**config.mk**
```make
export PLATFORM = sky130hd
export DESIGN_NAME = serial_subtractor
export DESIGN_NICKNAME = d
export VERILOG_FILES = /design/src/rtl/serial_subtractor.sv
export SDC_FILE = /design/constraint.sdc
export NUM_CORES = 1
export LEC_CHECK = 0
export ABC_AREA = 1
export BUFFER_PORTS_ARGS = -buffer_cell sky130_fd_sc_hd__buf_4
export CORE_ASPECT_RATIO = 1.1
export CORE_MARGIN = 4
export CORE_UTILIZATION = 45
export DETAILED_ROUTE_END_ITERATION = 10
export PLACE_DENSITY = 0.67
export SYNTH_ARGS = -nofsm -noshare
export SYNTH_HDL_FRONTEND = slang
export SYNTH_SLANG_ARGS = --single-unit
```
**constraint.sdc**
```tcl
create_clock -name input_clk -period 3.25 [get_ports input_clk]
set_input_delay 0.1625 -clock input_clk [delete_from_list [all_inputs] [get_ports input_clk]]
set_output_delay 0.1625 -clock input_clk [all_outputs]
set_load 0.03 [all_outputs]
```
**src/rtl/serial_subtractor.sv**
```systemverilog
// Bit-serial unsigned subtractor: computes A - B - Bin one bit per clock, LSB first,
// with a start/busy/done handshake, a serial difference stream and a parallel result.
module serial_subtractor #(
    parameter int WIDTH = 8
) (
    input  logic             input_clk,
    input  logic             input_rst,
    input  logic             input_start,
    input  logic [WIDTH-1:0] input_a,
    input  logic [WIDTH-1:0] input_b,
    input  logic             input_bin,
    output logic             output_busy_o,
    output logic             output_done_o,
    output logic [WIDTH-1:0] output_diff_o,
    output logic             output_bout_o,
    output logic             output_serial_o,
    output logic             output_serial_valid_o
);

    localparam int CNT_W = (WIDTH > 2) ? $clog2(WIDTH) : 1;
    localparam logic [CNT_W-1:0] LAST_CNT = CNT_W'(WIDTH - 1);

    typedef enum logic [1:0] {
        ST_IDLE  = 2'd0,
        ST_SHIFT = 2'd1,
        ST_DONE  = 2'd2
    } state_t;

    // Full-subtractor cell: returns {borrow_out, difference}.
    function automatic logic [1:0] full_sub(input logic a, input logic b, input logic br);
        return {(~a & b) | (~(a ^ b) & br), a ^ b ^ br};
    endfunction

    state_t           state_r;
    state_t           state_next_s;
    logic             busy_r;
    logic             done_r;
    logic [WIDTH-1:0] a_r;
    logic [WIDTH-1:0] b_r;
    logic [WIDTH-1:0] dif_r;
    logic [WIDTH-1:0] diff_r;
    logic             bout_r;
    logic             br_r;
    logic [CNT_W-1:0] cnt_r;
    logic             load_s;
    logic             shift_s;
    logic             finish_s;
    logic             d_s;
    logic             br_next_s;

    // Subtractor cell on the current LSBs and the running borrow.
    always_comb begin
        {br_next_s, d_s} = full_sub(a_r[0], b_r[0], br_r);
    end

    // Next-state and datapath strobes.
    always_comb begin
        state_next_s = state_r;
        load_s       = 1'b0;
        shift_s      = 1'b0;
        finish_s     = 1'b0;
        case (state_r)
            ST_IDLE, ST_DONE: begin
                if (input_start) begin
                    load_s       = 1'b1;
                    state_next_s = ST_SHIFT;
                end else begin
                    state_next_s = ST_IDLE;
                end
            end
            ST_SHIFT: begin
                shift_s = 1'b1;
                if (cnt_r == LAST_CNT) begin
                    finish_s     = 1'b1;
                    state_next_s = ST_DONE;
                end else begin
                    state_next_s = ST_SHIFT;
                end
            end
            default: begin
                state_next_s = ST_IDLE;
            end
        endcase
    end

    // State register; busy/done are registered decodes of the next state.
    always_ff @(posedge input_clk) begin
        if (input_rst) begin
            state_r <= ST_IDLE;
            busy_r  <= 1'b0;
            done_r  <= 1'b0;
        end else begin
            state_r <= state_next_s;
            busy_r  <= (state_next_s == ST_SHIFT);
            done_r  <= (state_next_s == ST_DONE);
        end
    end

    // Operand capture, bit-serial shifting and result publication.
    always_ff @(posedge input_clk) begin
        if (input_rst) begin
            a_r    <= '0;
            b_r    <= '0;
            dif_r  <= '0;
            diff_r <= '0;
            bout_r <= 1'b0;
            br_r   <= 1'b0;
            cnt_r  <= '0;
        end else if (load_s) begin
            a_r   <= input_a;
            b_r   <= input_b;
            br_r  <= input_bin;
            cnt_r <= '0;
        end else if (shift_s) begin
            a_r   <= {1'b0, a_r[WIDTH-1:1]};
            b_r   <= {1'b0, b_r[WIDTH-1:1]};
            br_r  <= br_next_s;
            dif_r <= {d_s, dif_r[WIDTH-1:1]};
            cnt_r <= cnt_r + CNT_W'(1);
            // The parallel result only ever changes on the completion edge.
            if (finish_s) begin
                diff_r <= {d_s, dif_r[WIDTH-1:1]};
                bout_r <= br_next_s;
            end else begin
                diff_r <= diff_r;
                bout_r <= bout_r;
            end
        end else begin
            a_r <= a_r;
            b_r <= b_r;
        end
    end

    assign output_busy_o         = busy_r;
    assign output_done_o         = done_r;
    assign output_diff_o         = diff_r;
    assign output_bout_o         = bout_r;
    assign output_serial_o       = busy_r & d_s;
    assign output_serial_valid_o = busy_r;

endmodule
```
==> qor.csv, run 1 <==
stage,metric,value,unit
status,status,finished clean,
timing,worst_slew_pin_slew,679,ps
worst_setup_path,critical_path.slowest_cell,dfxtp_1,
finish,drive_gt1_share,17.9,%
synthesis,ys_ff_latch,40,
synthesis,synth_cells,228,
floorplan,die_x,67.3,µm
synthesis,ys_top_cells_by_area,"dfxtp_1 46%, nand3_1 16%, a21oi_1 8.1%, nand2_1 6.5%, inv_1 5.2%",
synthesis,async_flop_share,0,%
synthesis,syn_area,0.00174,mm²
timing,setup_tns,0,ps
placement,io_buffers,32,
power,p_sw,267,µW
detailed_routing,drt_iter0_markers,95,
power,power_density,522,mW/mm²
worst_setup_path,path_buf_inv,1,
grt,grt_first_pass_wirelength,6.34,mm
power,internal_power,794,µW
timing,drv_slew,0,
floorplan,start_util,47.2,%
clock_network,clkTransAtPathRegs,80,ps
finish,fin_nets,273,
synthesis,synth-compound-area-share,11.2,%
finish,area_delta_synth_final,16.8,%
synthesis,yosysMostFrequentCell,nand3_1,
timing,setup_viol,0,
run,cap_violations,0,
worst_setup_path,crit_type,register to register,
synthesis,synth_enable_flop_cells,0,
clock_network,cts_tree,built,
detailed_routing,avgRoutedWirePerCell,12.2,µm
synthesis,yosys_warnings,0,
grt,antenna_found_initial,0,
detailed_routing,wl,3.66,mm
synthesis,ys_seq_area_share,46.1,%
worst_setup_path,worstPathArrival,2070,ps
clock_network,cts_resized,0,
synthesis,synth_commonest_cells,"55 x nand3_1, 40 x dfxtp_1, 30 x nand2_1",
detailed_routing,ant_nets,0,
timing,max-slew-margin-rel,54.7,%
grt,grt_max_degree,31,
timing,hold_viol,0,
synthesis,synth_top_family_by_area,simple AND/OR/NAND/NOR gates,
timing,rsz0062_at_grt,false,
clock_network,cts-buffers-inserted,5,
synthesis,synth-main-ff-cell,dfxtp_1,
worst_setup_path,max_stage_delay,760,ps
power,p_leak,0.000902,µW
clock_network,cts_setup_buffers,0,
finish,fillers,377,
synthesis,syn_avg_cell_area,7.62,µm²
worst_setup_path,cp_max_fo,17,
clock_network,cts-root-buf,clkbuf_8,
floorplan,core-area,0.00368,mm²
timing,period_share,56.8,%
timing,finalCriticalPeriod,1850,ps
synthesis,synth-xor-area-share,0.504,%
grt,grt_pass1_vias,1465,
floorplan,die_h,73.2,µm
synthesis,synth_largest_area_cell,dfxtp_1,
placement,gp_congestion,0.778,
timing,fmax,541,MHz
placement,place_hpwl,2.37,mm
power,vdd_drop_max,0.000243,V
timing,setup_ws,1400,ps
placement,dp_slack,1450,ps
worst_setup_path,critPathRequiredTime,3470,ps
synthesis,yosysUniqueCellTypes,20,
synthesis,synthMuxAreaShare,0,%
power,swShare,25.2,%
power,pwr-share-clk,37.7,%
timing,finClkSkew,5.42,ps
power,p_seq_share,50.5,%
floorplan,dieArea,0.00492,mm²
worst_setup_path,critPathCaptureType,register,
worst_setup_path,worstSetupStartpointType,register,
grt,track_usage,17.0,%
detailed_routing,vias,1522,
grt,grt.overflow.total,0,
worst_setup_path,crit_chain,inv_4 -> nor2_4 -> nand3_1 -> o21ai_0,
worst_hold_path,hold_class,primary input to register,
floorplan,rows,23,
clock_network,cts_hold_buf,0,
synthesis,syn_nets,251,
clock_network,clkLatencyLatePin,290,ps
detailed_routing,post-route-drc-count,0,
synthesis,synthAdderAreaFrac,2.59,%
worst_setup_path,cp_top_family,flip-flops,
clock_network,cts_max_path_buffers,2,
clock_network,cts_num_sinks,40,
detailed_routing,dr.pass1.iters,5,
synthesis,synth-simple-area-share,27.1,%
finish,num_antenna_cells,0,
synthesis,yosysTopAreaCellShare,46.1,%
detailed_routing,viasPerCell,5.06,
power,pwr-share-comb,11.8,%
clock_network,htree_levels,2,
floorplan,io_pins,33,
[final timing paths]
kind,from,to,slack (ps),depth (start not counted)
worst min-delay path,input_a[7],a_r[7]$_SDFFE_PP0P_,130,3
worst min register to register,output_diff_o[6]$_SDFFE_PP0P_,output_diff_o[6]$_SDFFE_PP0P_,460,2
worst max-delay path,state_r[0]$_SDFF_PP0_,output_diff_o[3]$_SDFFE_PP0P_,1400,4
worst max register to register,state_r[0]$_SDFF_PP0_,output_diff_o[3]$_SDFFE_PP0P_,1400,4
[stage by stage]
stage	area [µm²]	utilization (%)	instances	hold slack (ps)	power, µW
final	2030	55.1	301	128	1060
after global routing	2030	55.1	301	140	1110
after CTS	2030	55.1	301	117	1070
after detailed placement	1920	52.2	293	435	672
after global placement	1920	52.2	293	435	670
after floorplan	1740	-	228	232	643
[registers in the layout, summed over array words and instances, names as in the netlist, 2 cells and up]
| signal | cells |
|---|---|
| cnt_r | 3 |
| dif_r | 7 |
| a_r | 8 |
| state_r | 2 |
| output_diff_o | 8 |
| b_r | 8 |
[metal layers]
metal,part of all wire (%),GRT usage (%),vias up
met3,6.7,5.55,6
met1,45,19.2,693
met2,47,28.4,40
met5,0,0,-
li1,-,-,783
met4,2.0,8.56,0
[placed cells by master, fill, tap and decap left out, drive strengths merged]
cell    Yosys  final
nand3      55     55
xor2        1      1
nor2       13     13
inv        26     26
clkinv      0      1
nand2      33     33
o21ai      11     11
bufinv      0      1
ha          2      2
nand3b      1      1
fa          1      1
buf        14     32
a21oi      28     28
dfxtp      40     40
clkbuf      3      6
[power by group through the flow]
| stage | Clock [µW] | Combinational [µW] | Sequential (µW) |
|---|---|---|---|
| finish | 400 | 125 | 536 |
| global route | 427 | 145 | 539 |
| CTS | 412 | 126 | 535 |
| detailed placement | 0 | 125 | 546 |
| global placement | 0 | 124 | 546 |
| floorplan | 0 | 103 | 540 |
[worst reg2reg max path, cell delays in order, from the launching register on]
cell	delay [ps]
dfxtp_1	760
inv_4	220
nor2_4	330
nand3_1	270
o21ai_0	200
[kinds of logic (layout without fill, tap and decap cells)]
| kind of cell | Yosys count | count (layout) |
|---|---|---|
| adder cells (fa/ha/maj) | 3 | 3 |
| AND/OR/NAND/NOR | 102 | 102 |
| flip-flops | 40 | 40 |
| AO/OA/AOI/OAI | 39 | 39 |
| buffers and inverters | 43 | 66 |
| XOR/XNOR | 1 | 1 |
[layout make-up]
type	count	area (µm²)	area share, %
repair buffers	32	240	11.8
inverters	26	100	4.93
clock buffers	6	72.6	3.57
flip-flops and latches	40	801	39.4
well taps	50	62.6	3.08
clock inverters	2	35.0	1.73
multi-input cells	145	719	35.4
Power figures use the tool's default switching activity.
==> run 2, diff against run 1 <==
- ABC_AREA: 1 -> 0
- PLACE_DENSITY: 0.67 -> 0.7
- clock period: 3.25 -> 1.55 ns (I/O delays scaled with it)
==> qor.csv, run 2 <==
stage,metric,value,unit
status,status,"complete, but fails checks",
status,violations,setup timing,
finish,area_delta_synth_final,22.2,%
clock_network,clkLatencyLatePin,340,ps
synthesis,yosys_warnings,0,
worst_setup_path,crit_type,register to output pin,
placement,place_hpwl,2.29,mm
detailed_routing,ant_nets,0,
placement,gp_congestion,0.734,
finish,final_cell_mix,"38 x dfxtp_1, 33 x buf_4, 32 x a21oi_1, 32 x nand2_1, 17 x nand3_1",
floorplan,dieArea,0.00447,mm²
clock_network,cts-buffers-inserted,5,
finish,fillers,319,
worst_setup_path,worstSetupStartpointType,register,
synthesis,syn_nets,199,
detailed_routing,wl,3.35,mm
clock_network,htree_levels,2,
power,vdd_drop_max,0.000752,V
finish,final_common_cell,dfxtp_1,
floorplan,rows,22,
timing,setup_viol,1,
synthesis,yosysTopAreaCellShare,51.3,%
finish,num_antenna_cells,0,
grt,track_usage,16.5,%
worst_setup_path,critPathRequiredTime,1470,ps
clock_network,cts-root-buf,clkbuf_4,
timing,setup_ws,-106,ps
run,cap_violations,0,
grt,grt_first_pass_wirelength,5.84,mm
floorplan,die_x,64.1,µm
synthesis,async_flop_share,0,%
worst_setup_path,crit_chain,inv_2 -> fa_2 -> and2_4 -> buf_6,
detailed_routing,drt_iter0_markers,94,
power,p_leak,0.000740,µW
timing,finalCriticalPeriod,1660,ps
synthesis,synth_cells,176,
synthesis,synth_enable_flop_cells,0,
floorplan,core-area,0.00333,mm²
grt,grt_pass1_vias,1322,
finish,fin_nets,230,
worst_setup_path,worstPathArrival,1580,ps
worst_setup_path,critPathCaptureType,output pin,
worst_hold_path,hold_class,primary input to register,
worst_setup_path,cp_top_family,adder cells,
placement,io_buffers,32,
synthesis,synth_largest_area_cell,dfxtp_1,
detailed_routing,viasPerCell,5.19,
timing,rsz0062_at_grt,true,
synthesis,synth-main-ff-cell,dfxtp_1,
finish,drive_gt1_share,23.2,%
timing,worst_slew_pin_slew,402,ps
synthesis,syn_avg_cell_area,8.87,µm²
synthesis,yosysMostFrequentCell,dfxtp_1,
detailed_routing,avgRoutedWirePerCell,13.1,µm
synthesis,ys_top_cells_by_area,"dfxtp_1 51%, a21oi_1 10%, nand2_1 7.7%, a22oi_1 6.7%, nand3_1 5.5%",
timing,finClkSkew,6.89,ps
synthesis,ys_seq_area_share,51.3,%
clock_network,clkTransAtPathRegs,110,ps
synthesis,ys_ff_latch,40,
detailed_routing,post-route-drc-count,0,
floorplan,start_util,46.8,%
timing,period_share,107,%
timing,hold_viol,0,
grt,grt.overflow.total,0,
clock_network,cts_max_path_buffers,2,
worst_setup_path,cp_max_fo,3,
clock_network,cts_num_sinks,40,
detailed_routing,dr.pass1.iters,4,
timing,setup_tns,-106,ps
timing,fmax,604,MHz
worst_setup_path,max_stage_delay,590,ps
clock_network,cts_tree,built,
timing,drv_slew,0,
worst_setup_path,critical_path.slowest_cell,fa_2,
grt,grt_max_degree,41,
synthesis,syn_area,0.00156,mm²
power,power_density,968,mW/mm²
timing,max-slew-margin-rel,73.1,%
synthesis,yosysUniqueCellTypes,26,
clock_network,cts_setup_buffers,0,
power,fin_total_pwr,1850,µW
floorplan,io_pins,33,
worst_setup_path,path_buf_inv,2,
synthesis,synth_commonest_cells,"40 x dfxtp_1, 32 x a21oi_1, 32 x nand2_1",
detailed_routing,vias,1324,
floorplan,die_h,69.8,µm
grt,antenna_found_initial,0,
-- run 2: cell types whose count changed after synthesis, moves of 7 or more --
cell	previous run	this run
a22oi_1	0	14
nor2_1	12	5
inv_1	24	2
o21ai_0	11	0
nand3_1	55	17
-- run 2: cell type report --
type / instances / area [µm²] / share of cell area (%)
flip-flops and latches: 40 / 803 / 42.1
multi-input cells: 119 / 661 / 34.6
repair buffers: 39 / 329 / 17.3
well taps: 48 / 60.1 / 3.15
clock buffers: 6 / 41.3 / 2.17
inverters: 2 / 7.51 / 0.394
clock inverters: 1 / 5.00 / 0.262
-- run 2: path summary, 6_finish.rpt --
| path | from | endpoint | slack, ps | cells past startpoint |
|---|---|---|---|---|
| min reg2reg | output_diff_o[1]$_SDFFE_PP0P_ | output_diff_o[1]$_SDFFE_PP0P_ | 460 | 2 |
| max reg2reg | cnt_r[0]$_SDFFE_PP0N_ | output_bout_o$_SDFFE_PP0P_ | 160 | 5 |
| max | br_r$_SDFFE_PP0P_ | output_serial_o | -110 | 4 |
| min | input_a[0] | a_r[0]$_SDFFE_PP0P_ | 10 | 3 |
-- run 2: metal layers --
metal / part of all wire [%] / track usage (%) / wire (µm) / up-vias
li1: - / - / - / 666
met3: 6.2 / 6.00 / 206 / 7
met1: 43 / 18.1 / 1440 / 608
met5: 0 / 0 / 0 / -
met2: 49 / 28.1 / 1630 / 43
met4: 2.0 / 7.51 / 67 / 0
-- run 2: cell families (layout without fill, tap and decap cells) --
kind of cell | after synthesis | after routing | synth area share [%]
compound gates | 49 | 49 | 18.5
xor+xnor | 1 | 1 | 0.561
fa+ha+maj | 3 | 3 | 2.89
buf+inv | 17 | 48 | 6.66
flops | 40 | 40 | 51.3
mux | 2 | 2 | 1.28
simple gates | 64 | 64 | 18.8
-- run 2: repair_timing --
item / 4_1_cts / 5_1_grt
endpoints found under the setup margin: 1 / 1
hold endpoints to repair: 3 / 0
hold buffers: 3 / 0
gates resized for setup: 3 / 3
pin swaps: 2 / 2
-- run 2: metrics by stage --
| step | cells | setup slack [ps] | utilization, % | area, µm² | hold WS, ps |
|---|---|---|---|---|---|
| global placement | 245 | 225 | 54.6 | 1820 | 326 |
| CTS | 255 | -113 | 57.1 | 1900 | 1.05 |
| global route | 255 | -184 | 57.3 | 1910 | 0.216 |
| detailed placement | 245 | 175 | 54.6 | 1820 | 344 |
| finish | 255 | -106 | 57.3 | 1910 | 14.8 |
| floorplan | 176 | 268 | - | 1560 | 214 |
-- run 2: where the power goes --
group | switching [µW] | internal (µW)
combinational | 139 | 122
clock | 324 | 167
sequential | 25.0 | 1070
-- run 2: worst reg2reg max path, stage by stage, from the launching register on --
cell and delay (ps):
dfxtp_1 370, ha_1 150, ha_1 180, and3b_1 350, nor2_1 70, a211oi_1 200
==> run 3, diff against run 2 <==
- CORE_UTILIZATION: 45 -> 34
- PLACE_DENSITY: 0.7 -> default
- RECOVER_POWER: default -> 25
==> qor.csv, run 3 (synthesized netlist as in run 2, its figures left out) <==
stage,metric,value,unit
floorplan,io_pins,33,
timing,setup_viol,0,
timing,worst_slew_pin_slew,419,ps
worst_setup_path,cp_max_fo,2,
placement,place_hpwl,2.12,mm
detailed_routing,vias,1290,
detailed_routing,drt_iter0_markers,63,
grt,grt_max_degree,41,
timing,period_share,99.3,%
floorplan,rows,25,
clock_network,cts_hold_buf,0,
grt,track_usage,12.0,%
grt,grt_first_pass_wirelength,5.33,mm
finish,area_delta_synth_final,21.7,%
detailed_routing,wl,3.34,mm
status,status,finished clean,
clock_network,cts-buffers-inserted,5,
timing,max-slew-margin-rel,72.1,%
clock_network,cts-root-buf,clkbuf_8,
clock_network,cts_max_path_buffers,2,
timing,setup_ws,11.1,ps
worst_setup_path,critPathCaptureType,output pin,
timing,fmax,650,MHz
worst_setup_path,critical_path.slowest_cell,fa_1,
grt,grt_pass1_vias,1165,
finish,fin_nets,232,
finish,drive_gt1_share,20.5,%
worst_setup_path,worstPathArrival,1460,ps
finish,stdcell_count,264,
placement,dp_slack,169,ps
clock_network,cts_tree,built,
worst_setup_path,crit_type,register to output pin,
power,p_leak,0.000718,µW
finish,num_antenna_cells,0,
finish,postLayoutCoreUtil,43.3,%
worst_hold_path,hold_class,primary input to register,
detailed_routing,dr.pass1.iters,3,
power,power_density,1090,mW/mm²
placement,io_buffers,32,
finish,regArea,803,µm²
floorplan,start_util,35.6,%
clock_network,clkLatencyLatePin,290,ps
floorplan,dieArea,0.00574,mm²
timing,hold_viol,0,
detailed_routing,avgRoutedWirePerCell,12.6,µm
worst_setup_path,worstSetupStartpointType,register,
placement,dp.cells,254,
placement,gp_congestion,0.746,
finish,multi_input_area,658,µm²
power,fin_total_pwr,2070,µW
timing,finClkSkew,2.93,ps
detailed_routing,viasPerCell,4.89,
finish,final_common_cell,dfxtp_1,
power,vdd_drop_max,0.000508,V
finish,fillers,491,
floorplan,die_x,72.6,µm
run,cap_violations,0,
timing,finalCriticalPeriod,1540,ps
worst_setup_path,max_stage_delay,530,ps
clock_network,htree_levels,2,
floorplan,die_h,79.1,µm
grt,antenna_found_initial,0,
timing,drv_slew,0,
floorplan,core-area,0.00438,mm²
worst_setup_path,critPathRequiredTime,1470,ps
clock_network,cts_num_sinks,40,
worst_setup_path,crit_chain,inv_2 -> fa_1 -> and2_4 -> buf_6,
clock_network,clkTransAtPathRegs,70,ps
detailed_routing,ant_nets,0,
finish,final_cell_mix,"38 x dfxtp_1, 32 x a21oi_1, 32 x nand2_1",
timing,rsz0062_at_grt,true,
detailed_routing,post-route-drc-count,0,
grt,grt.overflow.total,0,
worst_setup_path,regToRegSetupSlack,160,ps
[run 3: cell types whose count changed in the layout (fill, tap and decap cells not counted)]
| cell | delta |
|---|---|
| inv_1 | -1 |
| clkinv_2 | -1 |
| clkbuf_2 | +1 |
| fa_1 | +1 |
| fa_2 | -1 |
| clkbuf_1 | +11 |
| inv_2 | +1 |
| clkbuf_4 | -5 |
| buf_12 | -2 |
| dlygate4sd3_1 | -3 |
| clkbuf_8 | +6 |
| buf_4 | -4 |
[run 3: timing repair]
action	4_1_cts	5_1_grt
pin swaps	2	2
setup buffers	1	1
setup endpoints to repair	1	1
gates resized for setup	4	2
[run 3: metrics by stage]
step | hold WS, ps | TNS (ps) | cell area [µm²]
6_report | 27.6 | 0 | 1900
5_1_grt | 26.2 | -55.7 | 1900
4_1_cts | 16.5 | -13.8 | 1930
3_5_place_dp | 337 | 0 | 1820
3_3_place_gp | 329 | 0 | 1820
2_1_floorplan | 214 | 0 | 1560
[run 3: power breakdown]
group	total [µW]	internal, µW	switching [µW]
Sequential	1090	1070	23.7
Clock	715	363	352
Combinational	262	123	139
Total	2070	1550	514
[run 3: per-layer routing]
layer | part of all wire [%] | global-route usage [%]
met5 | 0 | 0
met4 | 2.3 | 6.09
met1 | 48 | 15.8
met3 | 7.7 | 4.43
met2 | 42 | 17.1
[run 3: path summary, 6_finish.rpt]
check | cells after the start | endpoint | startpoint
setup / recovery | 4 | output_serial_o | b_r[0]$_SDFFE_PP0P_
hold / removal | 3 | a_r[7]$_SDFFE_PP0P_ | input_a[7]
setup reg to reg | 5 | output_bout_o$_SDFFE_PP0P_ | cnt_r[0]$_SDFFE_PP0N_
hold reg to reg | 2 | output_diff_o[6]$_SDFFE_PP0P_ | output_diff_o[6]$_SDFFE_PP0P_
[run 3: layout make-up]
cell class / count / share of cell area, %
tap: 54 / 3.56
inverter: 2 / 0.396
multi-input combinational: 119 / 34.7
timing repair buffer: 41 / 14.3
clock buffer: 8 / 4.75
sequential: 40 / 42.3
[run 3: worst max-delay path: cells and delay by family, from the launching register on]
kind / cells / cell delay [ps]
buffers and inverters: 2 / 160
and+or+nand+nor: 1 / 150
DFF: 1 / 330
adders and majority gates: 1 / 530
